==> config.mk <==
export PLATFORM = sky130hd
export DESIGN_NAME = call_frame_ctrl
export DESIGN_NICKNAME = d
export VERILOG_FILES = /design/src/rtl/call_frame_ctrl_pkg.sv /design/src/rtl/call_frame_ctrl.sv
export SDC_FILE = /design/constraint.sdc
export NUM_CORES = 1
export LEC_CHECK = 0
export BUFFER_PORTS_ARGS = -buffer_cell sky130_fd_sc_hd__buf_2
export CAP_MARGIN = 0
export CORE_MARGIN = 1.5
export CORE_UTILIZATION = 45
export DETAILED_ROUTE_END_ITERATION = 6
export GPL_TIMING_DRIVEN = 0
export PLACE_DENSITY = 0.75
export SLEW_MARGIN = 20
export SYNTH_ARGS = -nofsm -noshare
export SYNTH_HDL_FRONTEND = slang
export SYNTH_SLANG_ARGS = --single-unit
==> constraint.sdc <==
create_clock -name clk -period 1.8 [get_ports clk]
set_input_delay 0.09 -clock clk [delete_from_list [all_inputs] [get_ports clk]]
set_output_delay 0.09 -clock clk [all_outputs]
set_load 0.02 [all_outputs]
==> src/rtl/call_frame_ctrl_pkg.sv <==
`default_nettype none
// ============================================================================
//  Module      : call_frame_ctrl_pkg
//  Description : Shared encodings for the call-frame controller: SuperStack
//                op/status codes, execution-unit command codes and the
//                controller state encoding.
//  Revision    : 1.0 - initial release
// ============================================================================
package call_frame_ctrl_pkg;

    // SuperStack op codes (only the subset this controller ever issues)
    localparam logic [2:0] OP_NONE      = 3'd0;
    localparam logic [2:0] OP_PUSH      = 3'd1;
    localparam logic [2:0] OP_POP       = 3'd2;

    // SuperStack status codes
    localparam logic [2:0] ST_NONE      = 3'd0;
    localparam logic [2:0] ST_EMPTY     = 3'd1;
    localparam logic [2:0] ST_FULL      = 3'd2;
    localparam logic [2:0] ST_OVERFLOW  = 3'd3;
    localparam logic [2:0] ST_UNDERFLOW = 3'd4;

    // Execution-unit command codes; 0 and 3 are no-ops
    localparam logic [1:0] CMD_CALL     = 2'd1;
    localparam logic [1:0] CMD_RETURN   = 2'd2;

    typedef enum logic [3:0] {
        S_IDLE     = 4'd0,
        S_C_ADDR   = 4'd1,
        S_C_ADDR_W = 4'd2,
        S_C_BASE   = 4'd3,
        S_C_BASE_W = 4'd4,
        S_C_UNDO   = 4'd5,
        S_R_POP1   = 4'd6,
        S_R_POP2   = 4'd7,
        S_DONE     = 4'd8,
        S_ERR      = 4'd9
    } state_t;

endpackage
`default_nettype wire

==> src/rtl/call_frame_ctrl.sv <==
`default_nettype none
// ============================================================================
//  Module      : call_frame_ctrl
//  Description : Drives a SuperStack used as the call stack. A CALL pushes the
//                return address then the caller's frame base; a RETURN pops
//                both back. frame_base bounds the callee's data-stack access.
//  Ports       : clk/reset          - clock, async active-high reset
//                cmd_*              - command handshake from execution unit
//                data_index         - current data-stack index
//                rsp_*              - completion pulse, popped address, status
//                frame_base         - current frame base
//                stk_op/stk_data    - registered SuperStack op and push data
//                stk_index/out/status - SuperStack feedback
//  Revision    : 1.0 - initial release
// ============================================================================
module call_frame_ctrl
    import call_frame_ctrl_pkg::*;
#(
    parameter int WIDTH = 8,
    parameter int DEPTH = 1
) (
    input  logic             clk,
    input  logic             reset,
    input  logic             cmd_valid,
    output logic             cmd_ready,
    input  logic [1:0]       cmd,
    input  logic [WIDTH-1:0] cmd_addr,
    input  logic [DEPTH:0]   cmd_args,
    input  logic [DEPTH:0]   data_index,
    output logic             rsp_valid,
    output logic [WIDTH-1:0] rsp_addr,
    output logic [2:0]       rsp_error,
    output logic [DEPTH:0]   frame_base,
    output logic [2:0]       stk_op,
    output logic [WIDTH-1:0] stk_data,
    input  logic [DEPTH:0]   stk_index,
    input  logic [WIDTH-1:0] stk_out,
    input  logic [2:0]       stk_status
);

    // A frame occupies two call-stack entries (address + saved base)
    localparam logic [DEPTH:0] FRAME_ENTRIES = (DEPTH+1)'(2);

    state_t           state_q;
    logic [DEPTH:0]   frame_base_q;
    logic [DEPTH:0]   new_base_q;
    logic [DEPTH:0]   saved_base_q;
    logic [2:0]       stk_op_q;
    logic [WIDTH-1:0] stk_data_q;
    logic             rsp_valid_q;
    logic [WIDTH-1:0] rsp_addr_q;
    logic [2:0]       rsp_error_q;

    assign cmd_ready  = (state_q == S_IDLE) && !reset;
    assign rsp_valid  = rsp_valid_q;
    assign rsp_addr   = rsp_addr_q;
    assign rsp_error  = rsp_error_q;
    assign frame_base = frame_base_q;
    assign stk_op     = stk_op_q;
    assign stk_data   = stk_data_q;

    // All outputs are registered: each state's op/response is loaded on the
    // edge that enters it, so stk_op never sees cmd_* combinationally.
    always_ff @(posedge clk or posedge reset) begin
        if (reset) begin
            state_q      <= S_IDLE;
            frame_base_q <= '0;
            new_base_q   <= '0;
            saved_base_q <= '0;
            stk_op_q     <= OP_NONE;
            stk_data_q   <= '0;
            rsp_valid_q  <= 1'b0;
            rsp_addr_q   <= '0;
            rsp_error_q  <= ST_NONE;
        end else begin
            rsp_valid_q <= 1'b0;
            stk_op_q    <= OP_NONE;
            case (state_q)
                S_IDLE: begin
                    if (cmd_valid && cmd_ready) begin
                        case (cmd)
                            CMD_CALL: begin
                                if (cmd_args > data_index) begin
                                    rsp_valid_q <= 1'b1;
                                    rsp_error_q <= ST_UNDERFLOW;
                                    state_q     <= S_ERR;
                                end else begin
                                    new_base_q <= data_index - cmd_args;
                                    stk_op_q   <= OP_PUSH;
                                    stk_data_q <= cmd_addr;
                                    state_q    <= S_C_ADDR;
                                end
                            end
                            CMD_RETURN: begin
                                if (stk_index < FRAME_ENTRIES) begin
                                    rsp_valid_q <= 1'b1;
                                    rsp_error_q <= ST_UNDERFLOW;
                                    state_q     <= S_ERR;
                                end else begin
                                    stk_op_q <= OP_POP;
                                    state_q  <= S_R_POP1;
                                end
                            end
                            default: ; // no-op codes: accepted, no response
                        endcase
                    end
                end
                S_C_ADDR: state_q <= S_C_ADDR_W;
                S_C_ADDR_W: begin
                    // Status now reflects the address push
                    if (stk_status == ST_OVERFLOW) begin
                        rsp_valid_q <= 1'b1;
                        rsp_error_q <= ST_OVERFLOW;
                        state_q     <= S_ERR;
                    end else begin
                        stk_op_q   <= OP_PUSH;
                        stk_data_q <= WIDTH'(frame_base_q);
                        state_q    <= S_C_BASE;
                    end
                end
                S_C_BASE: state_q <= S_C_BASE_W;
                S_C_BASE_W: begin
                    if (stk_status == ST_OVERFLOW) begin
                        // Remove the address so the stack matches pre-CALL
                        stk_op_q <= OP_POP;
                        state_q  <= S_C_UNDO;
                    end else begin
                        frame_base_q <= new_base_q;
                        rsp_valid_q  <= 1'b1;
                        rsp_error_q  <= ST_NONE;
                        state_q      <= S_DONE;
                    end
                end
                S_C_UNDO: begin
                    rsp_valid_q <= 1'b1;
                    rsp_error_q <= ST_OVERFLOW;
                    state_q     <= S_ERR;
                end
                S_R_POP1: begin
                    // First pop not yet applied: top is the saved base
                    saved_base_q <= stk_out[DEPTH:0];
                    stk_op_q     <= OP_POP;
                    state_q      <= S_R_POP2;
                end
                S_R_POP2: begin
                    // Base popped: top is now the return address
                    frame_base_q <= saved_base_q;
                    rsp_addr_q   <= stk_out;
                    rsp_valid_q  <= 1'b1;
                    rsp_error_q  <= ST_NONE;
                    state_q      <= S_DONE;
                end
                S_DONE:  state_q <= S_IDLE;
                S_ERR:   state_q <= S_IDLE;
                default: state_q <= S_IDLE;
            endcase
        end
    end

endmodule
`default_nettype wire
==> results.sh <==
export IMPL_die_area_mm2=0.004066
export IMPL_ys_ff_latch=31
export IMPL_synthFlopType="dfrtp_1"
export IMPL_die_w_um=63.77
export IMPL_min_to="rsp_addr[4]"
export IMPL_required_ps=1970
export IMPL_areaGrowthSynthToFinish_pct=41.49
export IMPL_worstPathMaxFanout=5
export IMPL_n_antenna_cell=0
export IMPL_cts_root_buf="clkbuf_8"
export IMPL_ant_nets=0
export IMPL_fin_area_mm2=0.002351
export IMPL_drt_pass1_iter_count=4
export IMPL_hpwlAfterDp_um=2669
export IMPL_cap_viol_max_count=0
export IMPL_ios=56
export IMPL_arrival_ps=2020
export IMPL_final_hold_viol_count=0
export IMPL_synth_warnings=0
export IMPL_ff2ff_path_depth=6
export IMPL_grt_max_degree=32
export IMPL_num_vias=1464
export IMPL_leakagePower_nw=1.154
export IMPL_startpoint_type="flop"
export IMPL_synth_area_mm2=0.001662
export IMPL_clk_latency_ps=290
export IMPL_clk_path_buf_depth=2
export IMPL_synth_edf_count=0
export IMPL_finalWirelength_um=4124
export IMPL_fin_crit_sh_pct=102.7
export IMPL_die_h_um=63.77
export IMPL_grt_pass1_wl_um=6568
export IMPL_maxSlewViolCount=0
export IMPL_port_buffers=53
export IMPL_status="finished, violations left"
export IMPL_regToRegEndpoint="stk_data[2]"
export IMPL_peakVddDrop_uv=655.6
export IMPL_utilization_pct=68.30
export IMPL_cp_end_kind="flop"
export IMPL_place_congestion=0.8545
export IMPL_min_path_cells=2
export IMPL_synth_area_per_cell_um2=10.19
export IMPL_rows=21
export IMPL_p_per_area_mw_per_mm2=1542
export IMPL_rsz0062_at_grt="true"
export IMPL_place_area_mm2=0.002022
export IMPL_dp_slack_ps=-529.1
export IMPL_start_util_pct=48.27
export IMPL_wl_per_cell_um=14.62
export IMPL_antenna_found_initial=0
export IMPL_rrSetupSlack_ps=-50
export IMPL_cts_tree="done"
export IMPL_grt_pass1_vias=1434
export IMPL_drt_iter0_drc=59
export IMPL_ys_types=40
export IMPL_cts_buffers=5
export IMPL_ys_async_sr_fraction_pct=100.0
export IMPL_setup_viol=6
export IMPL_clock_sinks=31
export IMPL_hold_class="in -> reg"
export IMPL_layout_drive_gt1_share_pct=51.27
export IMPL_violations="setup timing"
export IMPL_fin_crit_ps=1848
export IMPL_cts_htree_levels=2
export IMPL_total_power_mw=3.626
export IMPL_yosysSeqAreaShare_pct=46.69
export IMPL_hp_start="stk_out[4]"
export IMPL_gr_usage_all_layers_pct=20.89
export IMPL_reg2reg_from="state_q[1]"
export IMPL_nNetsFinal=270
export IMPL_post_drt_via_cell_ratio=5.191
export IMPL_clkTransAtPathRegs_ps=70
export IMPL_synth_fp_nets=197
export IMPL_core_mm2=0.003442
export IMPL_drc=0
export IMPL_syn_inst=163
export IMPL_grt_overflow=0
export IMPL_fmax_mhz=541.0
export IMPL_setup_ws_ps=-48.45
export IMPL_skew_ps=6.450
export IMPL_worstSetupPathType="reg -> reg"
-- cell usage in the layout, fill, tap and decap left out, drive strengths merged, types with 3 or more instances in the layout --
cell type | Yosys | layout
nand3 | 7 | 7
nand2 | 7 | 7
inv | 11 | 11
clkbuf | 6 | 11
ha | 3 | 3
dfrtp | 31 | 31
nor2 | 15 | 15
o21ai | 11 | 11
a21oi | 11 | 11
nand2b | 7 | 7
mux2i | 4 | 4
mux2 | 15 | 15
buf | 6 | 72
-- worst max path at each step --
stage	cells after the start	end	start
3_3_place_gp	6	new_base_q[0]	reset
2_1_floorplan	8	stk_data[0]	data_index[0]
6_report	6	stk_data[2]	state_q[1]
3_5_place_dp	8	stk_data[3]	data_index[0]
4_1_cts	7	stk_data[6]	state_q[1]
5_1_grt	6	stk_data[2]	state_q[1]
-- cell type report --
type,count,area [um^2]
buffer,9,56.30
clock buffer,6,82.58
clock inverter,1,5.005
fill,267,1091
inverter,11,48.80
multi-input combinational,109,860.8
sequential,31,778.2
tap,46,57.56
timing repair buffer,69,461.7
-- state kept, by name (all words and copies together) (netlist names) --
register	cells
frame_base	2
new_base_q	2
rsp_addr	8
rsp_error	2
rsp_valid	1
saved_base_q	2
state_q	4
stk_data	8
stk_op	2
-- power breakdown --
part	total, mW	internal, mW	leakage, nW	switching, mW
clock network	0.553	0.299	0.0470	0.254
logic	1.90	0.868	0.723	1.04
registers	1.17	0.990	0.384	0.178
total	3.63	2.16	1.15	1.47
-- worst max-delay path, stage by stage, from the launching register on --
cell	delay, ps
dfrtp_1	400
or4b_4	550
a2111oi_4	310
buf_6	180
buf_12	110
buf_8	110
o21ai_2	60
-- per-stage QoR --
step                hold WS (ps)  TNS, ps  cells
detailed placement         233.2    -4816    262
global route               39.74   -683.7    282
CTS                        36.17   -889.6    278
finish                     38.55   -230.8    282
floorplan                  206.9    -1304    163
global placement           322.1    -5669    262
-- timing repair --
action,4_1_cts,5_1_grt
endpoints found under the setup margin,14,15
gates resized for setup,21,12
pin swaps,6,9
hold buffers,2,0
gates cloned,1,0
buffers inserted,8,5
endpoints found under the hold margin,31,0
-- logic make-up (layout without fill, tap and decap cells) --
kind of cell | count (synthesis) | count (layout) | share of synthesized area (%)
flip-flops | 31 | 31 | 46.69
other | 1 | 1 | 0.2257
adder cells (fa/ha/maj) | 4 | 4 | 3.464
AO/OA/AOI/OAI | 36 | 36 | 14.91
AND/OR/NAND/NOR | 49 | 49 | 15.44
buffers and inverters | 23 | 96 | 6.701
multiplexers | 19 | 19 | 12.58
-- cells in the mapped netlist, types with 2 or more instances --
library cell | instances | area share, %
a21o_1 | 2 | 0.90
a21oi_1 | 9 | 2.7
a21oi_2 | 2 | 1.1
buf_2 | 2 | 0.60
buf_4 | 2 | 0.90
buf_6 | 2 | 1.4
clkbuf_1 | 6 | 1.4
dfrtp_1 | 31 | 47
ha_1 | 3 | 2.3
inv_1 | 11 | 2.5
mux2_2 | 15 | 10
mux2i_1 | 4 | 2.4
nand2_1 | 7 | 1.6
nand2b_1 | 7 | 2.6
nand3_1 | 7 | 2.1
nor2_1 | 15 | 3.4
o21ai_0 | 11 | 3.3
o21bai_1 | 2 | 0.90
o22ai_1 | 2 | 0.75
or2_2 | 2 | 0.75
or3_1 | 2 | 0.75
-- per-layer routing --
layer / track usage [%] / vias to the layer above / part of all wire (%)
li1: - / 705 / -
met1: 25.89 / 710 / 43
met2: 35.00 / 42 / 51
met3: 4.577 / 7 / 4.3
met4: 9.239 / 0 / 1.6
met5: 0 / - / 0
Note: power is estimated with default switching activity, not from simulation.
